File: src/rtl/fsm_seq_counter.sv
// Sequence generator: shows a one-off preamble value after reset, then cycles
// through [BOTTOM..TOP] up or down with load/clamp, wrap pulse and wrap count.
module fsm_seq_counter #(
    parameter int WIDTH    = 4,
    parameter int INIT_VAL = 8,
    parameter int TOP      = 7,
    parameter int BOTTOM   = 1,
    parameter int CNT_W    = 8
) (
    input  logic             clk,
    input  logic             rst,
    input  logic             en,
    input  logic             dir,
    input  logic             load,
    input  logic [WIDTH-1:0] load_val,
    output logic [WIDTH-1:0] cq,
    output logic             wrap,
    output logic [CNT_W-1:0] wrap_cnt,
    output logic             state_o
);

    localparam logic [0:0] S_INIT = 1'b0;
    localparam logic [0:0] S_RUN  = 1'b1;

    localparam logic [WIDTH-1:0] INIT_V = WIDTH'(INIT_VAL);
    localparam logic [WIDTH-1:0] TOP_V  = WIDTH'(TOP);
    localparam logic [WIDTH-1:0] BOT_V  = WIDTH'(BOTTOM);

    logic [0:0]       state;
    logic [WIDTH-1:0] load_clamped;
    logic             out_of_range;

    always_comb begin
        load_clamped = load_val;
        if (load_val > TOP_V)
            load_clamped = TOP_V;
        else if (load_val < BOT_V)
            load_clamped = BOT_V;
    end

    // A stray value in S_RUN is recovered by re-entering as if from S_INIT
    assign out_of_range = (cq > TOP_V) || (cq < BOT_V);

    always_ff @(posedge clk) begin
        if (rst) begin
            state    <= S_INIT;
            cq       <= INIT_V;
            wrap     <= 1'b0;
            wrap_cnt <= '0;
        end else if (load) begin
            state <= S_RUN;
            cq    <= load_clamped;
            wrap  <= 1'b0;
        end else if (en) begin
            state <= S_RUN;
            if (state == S_INIT || out_of_range) begin
                cq   <= dir ? BOT_V : TOP_V;
                wrap <= 1'b0;
            end else if (!dir) begin
                if (cq == BOT_V) begin
                    cq       <= TOP_V;
                    wrap     <= 1'b1;
                    wrap_cnt <= wrap_cnt + CNT_W'(1);
                end else begin
                    cq   <= cq - WIDTH'(1);
                    wrap <= 1'b0;
                end
            end else begin
                if (cq == TOP_V) begin
                    cq       <= BOT_V;
                    wrap     <= 1'b1;
                    wrap_cnt <= wrap_cnt + CNT_W'(1);
                end else begin
                    cq   <= cq + WIDTH'(1);
                    wrap <= 1'b0;
                end
            end
        end else begin
            // wrap is a pulse: it drops on any edge that does not wrap
            wrap <= 1'b0;
        end
    end

    assign state_o = state;

endmodule

File: config.mk
export PLATFORM = sky130hd
export DESIGN_NAME = fsm_seq_counter
export DESIGN_NICKNAME = d
export VERILOG_FILES = /design/src/rtl/fsm_seq_counter.sv
export SDC_FILE = /design/constraint.sdc
export NUM_CORES = 1
export LEC_CHECK = 0
export ABC_AREA = 1
export CAP_MARGIN = 20
export CORE_AREA = 2 2 46 48
export DETAILED_ROUTE_END_ITERATION = 16
export DIE_AREA = 0 0 48 50
export GPL_TIMING_DRIVEN = 0
export PLACE_DENSITY = 0.77
export SLEW_MARGIN = 20
export SYNTH_ARGS = -nofsm -noshare
export SYNTH_HDL_FRONTEND = slang
export SYNTH_SLANG_ARGS = --single-unit
export TNS_END_PERCENT = 5
File: constraint.sdc
create_clock -name clk -period 2.8 [get_ports clk]
set_clock_uncertainty 0.05 [all_clocks]
set_input_delay 0.7 -clock clk [delete_from_list [all_inputs] [get_ports clk]]
set_output_delay 0.7 -clock clk [all_outputs]
set_load 0.02 [all_outputs]
Yosys cells after proc, flatten, opt, wreduce, memory -nomap -nowiden
Cells that the tools add are included.
{"block": "word_totals", "reg_bits": 14, "input_bits": 9, "word_cells": 41}
{"block": "classes", "addsub": 3, "order_cmp": 4, "eq_ne": 3, "muxes": 17, "bitwise": 4, "n_reduce_logical": 6}
{"operator": "4-bit two-way mux", "count": 8}
{"operator": "8-bit two-way mux", "count": 3}
{"operator": "8-bit by 1-bit adder with 8-bit output, second input constant", "count": 1}
{"operator": "4-bit by 3-bit > comparator with 1-bit output, second input constant", "count": 2}
{"operator": "4-bit by 1-bit less-than comparator with 1-bit output, second input constant", "count": 2}
{"operator": "1-bit two-way mux", "count": 5}
{"operator": "5-bit AND reduction", "count": 1}
{"operator": "4-bit by 1-bit adder with 4-bit output, second input constant", "count": 1}
{"operator": "4-bit by 1-bit equality test with 1-bit output, second input constant", "count": 1}
{"operator": "4-bit by 3-bit equality test with 1-bit output, second input constant", "count": 1}
{"operator": "1-bit NOT", "count": 4}
{"operator": "2-bit nonzero test", "count": 2}
{"operator": "4-bit OR reduction", "count": 1}
{"operator": "4-bit by 1-bit subtractor with 4-bit output, second input constant", "count": 1}
{"operator": "3-bit two-way mux", "count": 1}
{"operator": "1-bit logical OR", "count": 2}
{"operator": "2-bit by 1-bit != test with 1-bit output, second input constant", "count": 1}

Depth between registers and ports, before layout
{"block": "depth", "depth_word": 6, "depth_mapped": 11, "ltp_nobuf": 11}

Worst setup path before layout
No wires, ideal clock.
{"block": "synth_timing", "kind": "register to register", "start": "register cq[0]", "end": "register wrap_cnt[1]", "t_arrival_ns": 1.443, "t_required_ns": 2.634, "path_slack_ns": 1.191, "stages_incl_launch_ff": 11, "n_path_buf": 0, "period_less_slack_ns": 1.609, "path_cell_list": "dfxtp_1 inv_1 ha_1 inv_1 nor2_1 nor2_2 nand2_1 inv_2 nand2_4 o21ai_0 nor2_1"}
{"block": "synth_between", "elab_chain_cells": 5, "word_cells_on_any_way": 10, "classes_between": "order compare: 2; eq/ne: 3; bitwise: 1; reduce/logical: 4"}
{"item": "from (decl)", "line_no": "16", "rtl": "output logic [WIDTH-1:0] cq,"}
{"item": "from (signal assigned)", "line_no": "52", "rtl": "cq <= load_clamped;"}
{"item": "from (signal assigned)", "line_no": "57", "rtl": "cq <= dir ? BOT_V : TOP_V;"}
{"item": "from (signal assigned)", "line_no": "65", "rtl": "cq <= cq - WIDTH'(1);"}
{"item": "4-bit by 3-bit > comparator with 1-bit output / 4-bit by 1-bit less-than comparator with 1-bit output (equally long branches)", "line_no": "42", "rtl": "assign out_of_range = (cq > TOP_V) || (cq < BOT_V);"}
{"item": "1-bit logical OR", "line_no": "42"}
{"item": "1-bit logical OR", "line_no": "56", "rtl": "if (state == S_INIT || out_of_range) begin"}
{"item": "1-bit NOT (no line)"}
{"item": "5-bit AND reduction (no line) (*)"}
{"item": "to (signal assigned)", "line_no": "63", "rtl": "wrap_cnt <= wrap_cnt + CNT_W'(1);"}
{"item": "to (signal assigned)", "line_no": "72", "rtl": "wrap_cnt <= wrap_cnt + CNT_W'(1);"}
{"item": "to (decl)", "line_no": "18", "rtl": "output logic [CNT_W-1:0] wrap_cnt,"}
Mark *: on every way between the ends. The rest lies on a longest branch, timed or not.
A chain may end at the register's enable or synchronous reset.

Final worst setup path
{"block": "layout_timing", "start": "register cq[0]", "end": "output port cq[0]"}
No word-level cell between the ends.

==> results.toml <==
[critical_path]
timing.critical_path.depth = 1
r2r_slack_ns = 1.06
worstPathArrival_ns = 1.43
timing.critical_path.max_delay_family = "buffers and inverters"
critPathMaxStageDelay_ns = 0.66
criticalPathCategory = "reg -> out"
r2r-start = "cq[0]"
crit_buf_inv = 1
cpMaxStageDelayCell = "sky130_fd_sc_hd__clkdlybuf4s50_1"
end_kind = "output pin"
critical_path.reg2reg.endpoint = "wrap_cnt[0]"
cp_cell_sequence = "clkdlybuf4s50_1"
cp_max_fo = 8
cp_data_required_time_ns = 2.05
timing.reg2reg.worst_path_depth = 10
worstSetupStartpointType = "register"
worst_setup_path_startpoint = "cq[0]"
crit_end = "cq[0]"

[floorplan]
placement_rows = 16
core-area_um2 = 1902
design.die.area_um2 = 2400
die_h_um = 50
floorplan.io_pins = 23
dieWidth_um = 48
initial_utilization_pct = 48.49

[global_route]
grt_pass1_wl_mm = 3.463
pin_count_of_the_biggest_net_entering_global_routing = 11
groute.usage.overall_pct = 19.42
antenna_found_initial = 0
grt_pass1_vias = 874
globalRoute.totalOverflow = 0

[cells_and_area]
area_delta_synth_final_pct = 31.48
multi_input_comb_area_um2 = 549.3
filler_cell_count = 185
instances_no_fill = 201
seqCellArea_um2 = 280.3
post-route-cell-area_um2 = 1212
num_antenna_cells = 0
drive_gt1_share_pct = 9.770
post_layout_nets = 188

[power_and_ir_drop]
total_leakage_power_nw = 0.5570
powerDensity_nw_per_um2 = 369.7
ir_drop_v = 0.0002914

[synth]
syn_nets = 161
synth_seq_cells = 14
postSynthCellCount = 148
synth_area_per_cell_um2 = 6.231
netlist.top_cell.by_area = "sky130_fd_sc_hd__dfxtp_1"
synth_top_cell_area_share_pct = 30.39
netlist_area_um2 = 922.1
post_synth_num_cell_types = 24
synth-async-reset-ratio_pct = 0
synth-main-ff-cell = "sky130_fd_sc_hd__dfxtp_1"
sequential_cell_area_fraction_in_the_yosys_report_pct = 30.39
ys.warnings.count = 0
number_of_flops_mapped_to_enable_cells_by_yosys = 0
synth_most_common_cell = "sky130_fd_sc_hd__nand2_1"
post_synth_main_area_contributors = "sky130_fd_sc_hd__dfxtp_1, sky130_fd_sc_hd__nand2_1, sky130_fd_sc_hd__nor2_1"
synth.top_cells.by_count = "sky130_fd_sc_hd__nand2_1, sky130_fd_sc_hd__nor2_1, sky130_fd_sc_hd__inv_1"

[sta]
timing.setup.tns_ns = 0
report.final.hold_viol_count = 0
finalCriticalPeriod_ns = 2.179
layout_setup_ws_ns = 0.6212
final-max-slew-violation-count = 0
layout_worst_path_cycle_share_pct = 77.81
finalSetupViolations = 0
grt_setup_unrepaired = "no"
maxSlewHeadroom_pct = 64.14
tightestPinTransition_ns = 0.5379
timing.hold.ws_ns = 0.4554
timing.fmax_ghz = 0.4590

[clocking]
post-cts-setup-buffers = 0
cts_made_buffers = 3
clk_pin_slew_worst_paths_ns = 0.09
cts_root_buffer = "sky130_fd_sc_hd__clkbuf_4"
htree_levels = 1
tritoncts = "yes"
cts.path.max_buffers = 2
sinks_on_the_clock_net = 14
worst_skew_pair.late_latency_ns = 0.28
holdBufCountCts = 0
post_cts_resize_count = 0

[place]
dpl-instance-area_um2 = 1176
globalplace.congestion = 0.7991
dp_slack_ns = 0.5956
placed_cells = 197
port_buffers = 22
place.detailed.hpwl_mm = 1.527

[flow_run]
max_cap_violations = 0

[detailed_routing]
route.final.wire_length_mm = 1.971
ant_nets = 0
route.detailed.drc = 0
detailedRoute.firstIterationViolations = 21
route.detailed.vias_per_inst = 4.876
dr_total_vias = 980
avgRoutedWirePerCell_um = 9.806
drt-pass1-iter-count = 5

[min_path]
hold_path_depth = 2
min-delay-path-class = "reg -> reg"
hold_path.startpoint = "state_o"

[outcome]
outcome = "finished clean"
[per-stage QoR]
stage | total power [W] | util, %
floorplan | 0.0002698 | -
global placement | 0.0003026 | 61.84
detailed placement | 0.0003045 | 61.84
CTS | 0.0004507 | 63.75
global route | 0.0004695 | 63.75
finish | 0.0004483 | 63.75
[flip-flops by register name, indices dropped and copies added (netlist names)]
signal / count
wrap_cnt: 8
cq: 4
wrap: 1
state_o: 1
[worst min-delay path by stage]
stage	to	slack (ns)
final	state_o	0.46
after global placement	wrap_cnt[7]	0.43
after floorplan	wrap_cnt[7]	0.51
after CTS	state_o	0.46
after detailed placement	wrap_cnt[7]	0.45
after global routing	wrap_cnt[6]	0.49
[layer usage]
| metal | track usage [%] | part of all wire (%) | vias up |
|---|---|---|---|
| met2 | 32.22 | 46 | 23 |
| met1 | 25.62 | 49 | 434 |
| li1 | - | - | 521 |
| met3 | 4.396 | 4.7 | 2 |
| met5 | 0 | 0 | - |
| met4 | 2.703 | 0.41 | 0 |
[cells by family after synthesis]
group	after synthesis	synth area share [%]
AND/OR/NAND/NOR	82	37.18
buffers and inverters	23	10.04
AO/OA/AOI/OAI	22	14.11
flip-flops	14	30.39
adder cells (fa/ha/maj)	4	5.428
XOR/XNOR	3	2.850
[power breakdown]
group	switching [W]	leakage [nW]	total [W]	internal, W
Clock	0.0000693	0.0210	0.000148	0.0000791
Sequential	0.0000104	0.114	0.000215	0.000205
Combinational	0.0000459	0.422	0.0000847	0.0000389
Total	0.000126	0.557	0.000448	0.000323
[layout by cell type, fill, tap and decap left out, types with 2 or more instances in the layout]
master | synthesis | layout
sky130_fd_sc_hd__dfxtp_1 | 14 | 14
sky130_fd_sc_hd__clkdlybuf4s50_1 | 0 | 22
sky130_fd_sc_hd__nand4_1 | 2 | 2
sky130_fd_sc_hd__ha_1 | 4 | 4
sky130_fd_sc_hd__inv_1 | 17 | 17
sky130_fd_sc_hd__inv_2 | 3 | 3
sky130_fd_sc_hd__clkbuf_4 | 0 | 3
sky130_fd_sc_hd__o21ai_0 | 3 | 3
sky130_fd_sc_hd__a21oi_2 | 3 | 3
sky130_fd_sc_hd__nor2_1 | 19 | 19
sky130_fd_sc_hd__nand2_1 | 47 | 47
sky130_fd_sc_hd__a21oi_1 | 13 | 13
sky130_fd_sc_hd__nand3_1 | 8 | 8
sky130_fd_sc_hd__o211ai_1 | 2 | 2
sky130_fd_sc_hd__xor2_1 | 2 | 2
[area by class of cell]
class | count | share of cell area [%]
multi-input combinational | 111 | 45.30
sequential | 14 | 23.12
timing repair buffer | 22 | 18.16
inverter | 21 | 6.914
clock buffer | 4 | 2.993
tap | 27 | 2.786
buffer | 2 | 0.7224
No activity file was read; power rests on OpenSTA's default activity.
